==> src/rtl/mem_access_stage_pkg.sv <==
// -----------------------------------------------------------------------------
// mem_access_stage_pkg
//   Shared definitions for the M stage of the pipelined RISC-V core:
//   datapath widths, ResultSrc encodings, the memory-access FSM state
//   encoding and a small decode helper used by the stage and its W register.
// -----------------------------------------------------------------------------
package mem_access_stage_pkg;

  localparam int DATA_W = 32;
  localparam int REG_W  = 5;

  // ResultSrc encodings (select of the writeback mux in the W stage)
  localparam logic [1:0] RES_ALU = 2'b00;
  localparam logic [1:0] RES_MEM = 2'b01;
  localparam logic [1:0] RES_PC4 = 2'b10;
  localparam logic [1:0] RES_IMM = 2'b11;

  // Memory-access FSM state encodings
  localparam logic [1:0] ST_IDLE      = 2'd0;
  localparam logic [1:0] ST_REQ       = 2'd1;
  localparam logic [1:0] ST_WAIT_RESP = 2'd2;

  typedef enum logic [1:0] {
    S_IDLE      = ST_IDLE,
    S_REQ       = ST_REQ,
    S_WAIT_RESP = ST_WAIT_RESP
  } state_e;

  // An instruction touches data memory if it stores or if it writes back
  // load data.
  function automatic logic is_access(input logic       mem_write,
                                     input logic [1:0] result_src);
    return mem_write | (result_src == RES_MEM);
  endfunction

endpackage

==> src/rtl/mem_access_stage_mem_wb.sv <==
// -----------------------------------------------------------------------------
// mem_wb_reg
//   MEM/WB pipeline register. Captures the M-stage bundle every clock, or a
//   bubble (all fields zero, so RegWrite is off) while the M stage stalls.
//
//   Ports
//     clk, rst           clock (rising edge), asynchronous active-low reset
//     i_bubble           1 = load a bubble instead of the M bundle
//     i_result_src .. i_pc_plus4   M-stage bundle (read data already muxed)
//     o_result_src .. o_pc_plus4   registered W-stage bundle
// -----------------------------------------------------------------------------
module mem_wb_reg
  import mem_access_stage_pkg::*;
(
  input  logic              clk,
  input  logic              rst,
  input  logic              i_bubble,
  input  logic [1:0]        i_result_src,
  input  logic              i_reg_write,
  input  logic [DATA_W-1:0] i_alu_result,
  input  logic [DATA_W-1:0] i_read_data,
  input  logic [REG_W-1:0]  i_rd,
  input  logic [DATA_W-1:0] i_ext_imm,
  input  logic [DATA_W-1:0] i_pc_plus4,
  output logic [1:0]        o_result_src,
  output logic              o_reg_write,
  output logic [DATA_W-1:0] o_alu_result,
  output logic [DATA_W-1:0] o_read_data,
  output logic [REG_W-1:0]  o_rd,
  output logic [DATA_W-1:0] o_ext_imm,
  output logic [DATA_W-1:0] o_pc_plus4
);

  logic [1:0]        r_result_src;
  logic              r_reg_write;
  logic [DATA_W-1:0] r_alu_result;
  logic [DATA_W-1:0] r_read_data;
  logic [REG_W-1:0]  r_rd;
  logic [DATA_W-1:0] r_ext_imm;
  logic [DATA_W-1:0] r_pc_plus4;

  // ---- M -> W stage boundary ----
  always_ff @(posedge clk or negedge rst) begin
    if (!rst) begin
      r_result_src <= '0;
      r_reg_write  <= 1'b0;
      r_alu_result <= '0;
      r_read_data  <= '0;
      r_rd         <= '0;
      r_ext_imm    <= '0;
      r_pc_plus4   <= '0;
    end else if (i_bubble) begin
      r_result_src <= '0;
      r_reg_write  <= 1'b0;
      r_alu_result <= '0;
      r_read_data  <= '0;
      r_rd         <= '0;
      r_ext_imm    <= '0;
      r_pc_plus4   <= '0;
    end else begin
      r_result_src <= i_result_src;
      r_reg_write  <= i_reg_write;
      r_alu_result <= i_alu_result;
      r_read_data  <= i_read_data;
      r_rd         <= i_rd;
      r_ext_imm    <= i_ext_imm;
      r_pc_plus4   <= i_pc_plus4;
    end
  end

  assign o_result_src = r_result_src;
  assign o_reg_write  = r_reg_write;
  assign o_alu_result = r_alu_result;
  assign o_read_data  = r_read_data;
  assign o_rd         = r_rd;
  assign o_ext_imm    = r_ext_imm;
  assign o_pc_plus4   = r_pc_plus4;

endmodule

==> src/rtl/mem_access_stage.sv <==
// -----------------------------------------------------------------------------
// mem_access_stage
//   M stage of the pipelined RISC-V core. Consumes the EX/MEM bundle, runs the
//   load/store handshake with a variable-latency data memory, stalls the front
//   of the pipe (StallM) while an access is outstanding and registers the
//   MEM/WB bundle.
//
//   Parameter
//     TIMEOUT   cycles a load may sit in WAIT_RESP before it is forced to
//               complete with zero data (0 disables the timeout)
//
//   Ports
//     clk, rst                       clock, asynchronous active-low reset
//     ResultSrcM .. PCPlus4M         M-stage bundle from EX/MEM
//     dmem_req/we/addr/wdata         request channel to data memory
//     dmem_ready                     request accepted (when dmem_req=1)
//     dmem_rvalid/rdata              load response channel
//     StallM                         hold PC, IF/ID, ID/EX and EX/MEM
//     ResultSrcW .. PCPlus4W         registered MEM/WB bundle
//     TimeoutErr                     sticky flag, set when a load times out
// -----------------------------------------------------------------------------
module mem_access_stage
  import mem_access_stage_pkg::*;
#(
  parameter int TIMEOUT = 255
) (
  input  logic              clk,
  input  logic              rst,
  // M-stage bundle
  input  logic [1:0]        ResultSrcM,
  input  logic              MemWriteM,
  input  logic              RegWriteM,
  input  logic [DATA_W-1:0] ALUResultM,
  input  logic [DATA_W-1:0] WriteDataM,
  input  logic [REG_W-1:0]  RdM,
  input  logic [DATA_W-1:0] ExtImmM,
  input  logic [DATA_W-1:0] PCPlus4M,
  // data memory
  output logic              dmem_req,
  output logic              dmem_we,
  output logic [DATA_W-1:0] dmem_addr,
  output logic [DATA_W-1:0] dmem_wdata,
  input  logic              dmem_ready,
  input  logic              dmem_rvalid,
  input  logic [DATA_W-1:0] dmem_rdata,
  // hazard control
  output logic              StallM,
  // W-stage bundle
  output logic [1:0]        ResultSrcW,
  output logic              RegWriteW,
  output logic [DATA_W-1:0] ALUResultW,
  output logic [DATA_W-1:0] ReadDataW,
  output logic [REG_W-1:0]  RdW,
  output logic [DATA_W-1:0] ExtImmW,
  output logic [DATA_W-1:0] PCPlus4W,
  output logic              TimeoutErr
);

  // Counter is wide enough to hold TIMEOUT itself.
  localparam int               CNT_W      = (TIMEOUT < 1) ? 1 : $clog2(TIMEOUT + 1);
  localparam logic [CNT_W-1:0] CNT_ONE    = CNT_W'(1);
  localparam logic [CNT_W-1:0] CNT_LIMIT  = CNT_W'(TIMEOUT);
  localparam logic             TIMEOUT_EN = (TIMEOUT > 0);

  state_e            r_state;
  state_e            w_state_nxt;
  logic [CNT_W-1:0]  r_cnt;
  logic [CNT_W-1:0]  w_cnt_inc;
  logic              r_timeout_err;

  logic              w_access;
  logic              w_req;
  logic              w_complete;
  logic              w_load_done;
  logic              w_timeout;
  logic              w_cnt_clr;
  logic              w_bubble;
  logic [DATA_W-1:0] w_read_data;

  assign w_access  = is_access(MemWriteM, ResultSrcM);
  assign w_cnt_inc = r_cnt + CNT_ONE;

  // ---- FSM state register ----
  always_ff @(posedge clk or negedge rst) begin
    if (!rst) r_state <= S_IDLE;
    else      r_state <= w_state_nxt;
  end

  // Next state, request and completion decode. The EX/MEM outputs are frozen
  // by StallM, so the access seen in REQ/WAIT_RESP is the one that started it.
  always_comb begin
    w_state_nxt = r_state;
    w_req       = 1'b0;
    w_complete  = 1'b0;
    w_load_done = 1'b0;
    w_timeout   = 1'b0;
    w_cnt_clr   = 1'b0;
    unique case (r_state)
      S_IDLE, S_REQ: begin
        w_req = (r_state == S_REQ) | w_access;
        if (w_access) begin
          if (dmem_ready) begin
            if (MemWriteM) begin
              // store is done once the memory accepts it
              w_complete  = 1'b1;
              w_state_nxt = S_IDLE;
            end else begin
              w_cnt_clr   = 1'b1;
              w_state_nxt = S_WAIT_RESP;
            end
          end else begin
            w_state_nxt = S_REQ;
          end
        end else begin
          w_state_nxt = S_IDLE;
        end
      end
      S_WAIT_RESP: begin
        if (dmem_rvalid) begin
          w_complete  = 1'b1;
          w_load_done = 1'b1;
          w_state_nxt = S_IDLE;
        end else if (TIMEOUT_EN && (w_cnt_inc == CNT_LIMIT)) begin
          // the TIMEOUT-th waiting cycle without a response
          w_complete  = 1'b1;
          w_timeout   = 1'b1;
          w_state_nxt = S_IDLE;
        end
      end
      default: w_state_nxt = S_IDLE;
    endcase
  end

  // ---- response timeout counter ----
  always_ff @(posedge clk or negedge rst) begin
    if (!rst) begin
      r_cnt <= '0;
    end else if (w_cnt_clr) begin
      r_cnt <= '0;
    end else if (TIMEOUT_EN && (r_state == S_WAIT_RESP)) begin
      r_cnt <= w_cnt_inc;
    end
  end

  always_ff @(posedge clk or negedge rst) begin
    if (!rst)           r_timeout_err <= 1'b0;
    else if (w_timeout) r_timeout_err <= 1'b1;
  end

  // Request and stall are gated by reset so nothing leaks out while the
  // core is held.
  assign dmem_req   = rst & w_req;
  assign dmem_we    = MemWriteM;
  assign dmem_addr  = ALUResultM;
  assign dmem_wdata = WriteDataM;
  assign StallM     = rst & w_access & ~w_complete;

  // A stalled cycle must not write back; the instruction writes back once, on
  // the cycle it completes. Timed-out loads return zero.
  assign w_bubble    = w_access & ~w_complete;
  assign w_read_data = w_load_done ? dmem_rdata : '0;

  mem_wb_reg u_mem_wb_reg (
    .clk          (clk),
    .rst          (rst),
    .i_bubble     (w_bubble),
    .i_result_src (ResultSrcM),
    .i_reg_write  (RegWriteM),
    .i_alu_result (ALUResultM),
    .i_read_data  (w_read_data),
    .i_rd         (RdM),
    .i_ext_imm    (ExtImmM),
    .i_pc_plus4   (PCPlus4M),
    .o_result_src (ResultSrcW),
    .o_reg_write  (RegWriteW),
    .o_alu_result (ALUResultW),
    .o_read_data  (ReadDataW),
    .o_rd         (RdW),
    .o_ext_imm    (ExtImmW),
    .o_pc_plus4   (PCPlus4W)
  );

  assign TimeoutErr = r_timeout_err;

endmodule
==> config.mk <==
export PLATFORM = sky130hd
export DESIGN_NAME = mem_access_stage
export DESIGN_NICKNAME = d
export VERILOG_FILES = /design/src/rtl/mem_access_stage_pkg.sv /design/src/rtl/mem_access_stage_mem_wb.sv /design/src/rtl/mem_access_stage.sv
export SDC_FILE = /design/constraint.sdc
export NUM_CORES = 1
export LEC_CHECK = 0
export CORE_AREA = 5 5 144 146
export DETAILED_ROUTE_END_ITERATION = 10
export DIE_AREA = 0 0 149 151
export MAX_ROUTING_LAYER = met4
export PLACE_DENSITY = 0.67
export SYNTH_ARGS = -nofsm -noshare
export SYNTH_HDL_FRONTEND = slang
export SYNTH_SLANG_ARGS = --single-unit
==> constraint.sdc <==
create_clock -name clk -period 2.85 [get_ports clk]
set_input_delay 0.855 -clock clk [delete_from_list [all_inputs] [get_ports clk]]
set_output_delay 0.855 -clock clk [all_outputs]
set_load 0.01 [all_outputs]
== Word-level counts from Yosys, hierarchy flattened ==
Cells that the tools add are included.
Widths: inputs -> output; s select.
Operators by class
  add/sub/neg operators: 1
  equality and inequality tests: 5
  mux-type cells: 31
  bitwise logic cells: 7
  reduce and logical (&&, ||, !) cells: 3
Operators by type and width (count)
  $mux 32: 5
  $mux 8: 2
  $mux 1: 15
  $mux 2: 6
  $add 8x1->8 const B: 1
  $eq 8x8->1 const B: 1
  $mux 5: 1
  $and 1x1->1: 4
  $eq 2x1->1 const B: 2
  $pmux 2 s2: 1
  $ne 3x3->1 const B: 1
  $eq 2x2->1 const B: 1
  $logic_not 2->1: 1
  $or 1x1->1: 2
  $pmux 1 s2: 1
  $reduce_bool 2->1: 1
  $reduce_or 2->1: 1
  $not 1->1: 1
Storage, ports and cells
  register bits after elaboration: 147
  output and inout port bits: 204

== Longest topological paths before layout ==
  word-level depth: 8
  depth in mapped cells: 8

== Modules after synthesis ==
From an unflattened synthesis, not the netlist that was laid out.
Unflattened totals
  cell total of the unflattened synthesis: 467
  area total of the unflattened synthesis: 5790.6 µm²
Modules (own cells, without submodules)
  mem_wb_reg: instances 1, cells an instance 287, area each 4360.4 µm², sequential area each 3403.3 µm²
  mem_access_stage: instances 1, cells an instance 180, area each 1430.1 µm², sequential area each 275.3 µm²

== Worst setup path before layout ==
No wires, ideal clock.
  path type: input to output
  start point: input MemWriteM
  end point: output StallM
  arrival: 1.818 ns
  path slack: 0.177 ns
  cell stages on the path: 5
  buffers on the path: 1
  path through: nor3b_1 -> o21bai_1 -> o311ai_4 -> clkbuf_1 -> nor2_1
Between the ends
  word-level cells in the longest chain between the ends: 6
  elaborated cells on any way between the ends: 8
  classes of those cells: mux: 4; bitwise: 4
Ends and longest elaborated chain
  from (decl): line mem_access_stage.sv:31  | input logic MemWriteM,
  $mux 1: line mem_access_stage.sv:103  | if (MemWriteM) begin
  $mux 1: line mem_access_stage.sv:102  | if (dmem_ready) begin
  $mux 1: line mem_access_stage.sv:101  | if (w_access) begin
  $pmux 1 s2: line mem_access_stage.sv:98  | unique case (r_state)
  $not 1->1: line mem_access_stage.sv:156  | assign StallM = rst & w_access & ~w_complete;
  $and 1x1->1 (*): line mem_access_stage.sv:156
  to (decl): line mem_access_stage.sv:47  | output logic StallM,
Mark *: on every way between the ends. The rest lies on a longest branch, timed or not.

== Final worst setup path ==
  start point: input dmem_ready
  end point: output StallM
Between the ends
  word-level cells in the longest chain between the ends: 5
Ends and longest elaborated chain
  from (decl): line mem_access_stage.sv:43  | input logic dmem_ready,
  $mux 1: line mem_access_stage.sv:102
  $mux 1: line mem_access_stage.sv:101
  $pmux 1 s2: line mem_access_stage.sv:98
  $not 1->1: line mem_access_stage.sv:156
  $and 1x1->1: line mem_access_stage.sv:156
Every way passes these cells.

==> impl_metrics.toml <==
[pwr]
seq_power_share_pct = 43.2
switchingPower_w = 0.001338
vdd_drop_max_v = 0.0003592
p_leak_nw = 4.059
p_int_w = 0.003991
power_frac_comb_pct = 16.2
clkPwrFrac_pct = 40.6
powerDensity_nw_per_um2 = 589.5
switching_share_pct = 25.11

[timing]
finalHoldViolCount = 0
setup_viol = 1
tightest_slew_ns = 0.8437
setup_ws_ns = -0.02724
finalCritPeriodShare_pct = 101.0
fmax_mhz = 347.6
clock_skew_ns = 0.01240
fin_crit_ns = 2.877
slew_headroom_pct = 43.75
report.final.slew_viol_count = 0
grt_setup_unrepaired = "yes"
setup_tns_ns = -0.02724

[die]
core_sq_um = 19270
start_util_pct = 28.55
dieArea_sq_um = 22500
boundaryPins = 377
rows = 51
die_h_microns = 151
die_w_microns = 149

[grt]
grt_pass1_vias = 4102
gr-total-overflow = 0
antenna_found_initial = 0
grt_max_degree = 148
grt_pass1_wl_mm = 24.15
grt.total_usage_pct = 14.66

[clock_network]
clock_latency_ns = 0.41
cts_made_buffers = 17
cts_tree = "done"
clkTransAtPathRegs_ns = 0.06
holdBufCountCts = 0
root_buffer = "clkbuf_16"
clock_path_buffers = 2
h-tree-depth = 4
clock-sinks = 147

[placed_design]
dp_hpwl_mm = 12.66
place_congestion = 0.7603
place_area_sq_um = 8409
io_buffers = 312

[synth]
syn_area_sq_um = 5503
synth-seq-cells = 147
synth.most_common_cell = "dfrtp_1"
synth_nets = 593
async_reset_ff_share_pct = 100.0
yosysTopAreaCell = "dfrtp_1"
synth-xor-area-share_pct = 0.4775
synth_top_family_by_area = "simple AND/OR/NAND/NOR gates"
synth_edf_count = 0
synthTopCellsByArea = "dfrtp_1 67%, and2_1 10%, buf_4 8.9%"
syn_area_per_cell_sq_um = 13.16
synth_adder_area_share_pct = 0.4548
synth_top_area_share_pct = 66.85
synth_compound_area_share_pct = 2.206
yosys.area_share.simple_pct = 18.14
synth_cells = 418
synth_ff_type = "dfrtp_1"
seq_area_frac_synth_pct = 66.85
netlist-cell-type-count = 31
yosysWarnings = 0
synthMuxAreaShare_pct = 0.1819
synth_common_cells = "147 x dfrtp_1, 92 x and2_1, 65 x buf_4"

[detailed_routing]
wirelength_mm = 16.70
postRouteAntennaNets = 0
firstDrtPassIters = 4
wl_per_cell_microns = 17.49
dr_total_vias = 3857
drc = 0
drt_iter0_drc = 115
vias_per_cell = 4.039

[worst_setup_path]
start_kind = "input port"
endpoint_kind = "primary output"
required_ns = 2.00
path_class = "input port to primary output"
cp.arrival_ns = 2.02
cp_max_fo = 2

[min_path]
hold_class = "flop to flop"

[layout]
finalInstanceArea_sq_um = 9040
num_antenna_cells = 0
final_nets = 852
fillCellCount = 1788
area_delta_synth_final_pct = 64.28
drive_above_1_share_pct = 9.420

[run_status]
violations = "setup timing"
status = "finished, violations left"

[job]
drv_cap = 0
## power by group through the flow
stage                     clock network, W  registers (W)  logic (W)
final                              0.00216        0.00230   0.000863
after global routing               0.00234        0.00232   0.000928
after CTS                          0.00224        0.00230   0.000856
after detailed placement                 0        0.00234   0.000852
after global placement                   0        0.00233   0.000846
after floorplan                          0        0.00240   0.000281
## path summary, 6_finish.rpt
check	to	startpoint	cells past startpoint	slack, ns
min in group asynchronous	r_cnt[1]	rst	2	0.51
worst max register to register	u_mem_wb_reg.o_pc_plus4[0]	r_cnt[0]	6	0.40
worst min-delay path	TimeoutErr	TimeoutErr	1	0.47
max in group asynchronous	r_cnt[6]	rst	2	1.64
worst min register to register	TimeoutErr	TimeoutErr	1	0.47
worst max-delay path	StallM	dmem_ready	6	-0.03
## layout by cell type, fill, tap and decap left out, types with 3 or more instances in the layout
cell               n
and2_2            12
clkdlybuf4s50_1  305
nor2_1             4
nand3_1            3
clkbuf_16         17
dfrtp_1          147
inv_6              6
and3_1            34
o21ai_0            4
nand2_1            8
dlymetal6s2s_1     3
clkinvlp_4         4
buf_4             11
and2_1            92
inv_1              3
nor3_1             3
## stage by stage
stage	total power (W)	setup WS, ns	util (%)	std cells	hold WS (ns)
floorplan	0.002678	0.1770	-	418	0.4464
global placement	0.003177	-0.5583	43.64	920	0.4465
detailed placement	0.003188	-0.5954	43.64	920	0.4504
CTS	0.005396	-0.06029	46.62	952	0.4700
global route	0.005584	-0.1237	46.91	955	0.4972
finish	0.005329	-0.02724	46.91	955	0.4700
## worst max-delay path, stage by stage
cell and delay, ns:
clkdlybuf4s50_1 0.47, nor2b_1 0.28, o21bai_4 0.12, o311ai_4 0.07, nor2_1 0.08, buf_2 0.14
## area by class of cell
cell class                      instances  area, sq um  share of cell area [%]
Inverter                                3        11.26                  0.1246
Multi-Input combinational cell        184         1226                   13.56
Tap cell                              265        331.6                   3.668
Timing Repair Buffer                  324         3223                   35.65
Sequential cell                       147         3679                   40.69
Clock buffer                           18        429.2                   4.747
Clock inverter                         14        140.1                   1.550
## repair_timing
| action | CTS | global route |
|---|---|---|
| endpoints found under the setup margin | 2 | 2 |
| resized for setup | 12 | 7 |
| pin swaps | 1 | 5 |
| buffers inserted | 0 | 3 |
## metal layers
metal / track usage [%] / up-vias / wire, microns
met2: 26.41 / 206 / 8918
met3: 5.476 / 24 / 1678
met5: - / - / 0
li1: - / 1793 / -
met1: 14.94 / 1834 / 5748
met4: 4.302 / 0 / 357
## flip-flops by register name, summed over array words and instances, names as in the netlist
| name | flops |
|---|---|
| r_cnt | 8 |
| u_mem_wb_reg.o_pc_plus4 | 32 |
| u_mem_wb_reg.o_read_data | 32 |
| u_mem_wb_reg.o_rd | 5 |
| u_mem_wb_reg.o_ext_imm | 32 |
| u_mem_wb_reg.o_alu_result | 32 |
| TimeoutErr | 1 |
| u_mem_wb_reg.o_reg_write | 1 |
| r_state | 2 |
| u_mem_wb_reg.o_result_src | 2 |
## cells by family after synthesis
kind of cell / count (synthesis)
simple gates: 163
flops: 147
buf+inv: 87
compound gates: 15
xor+xnor: 3
fa+ha+maj: 2
mux: 1
Power figures use the tool's default switching activity.
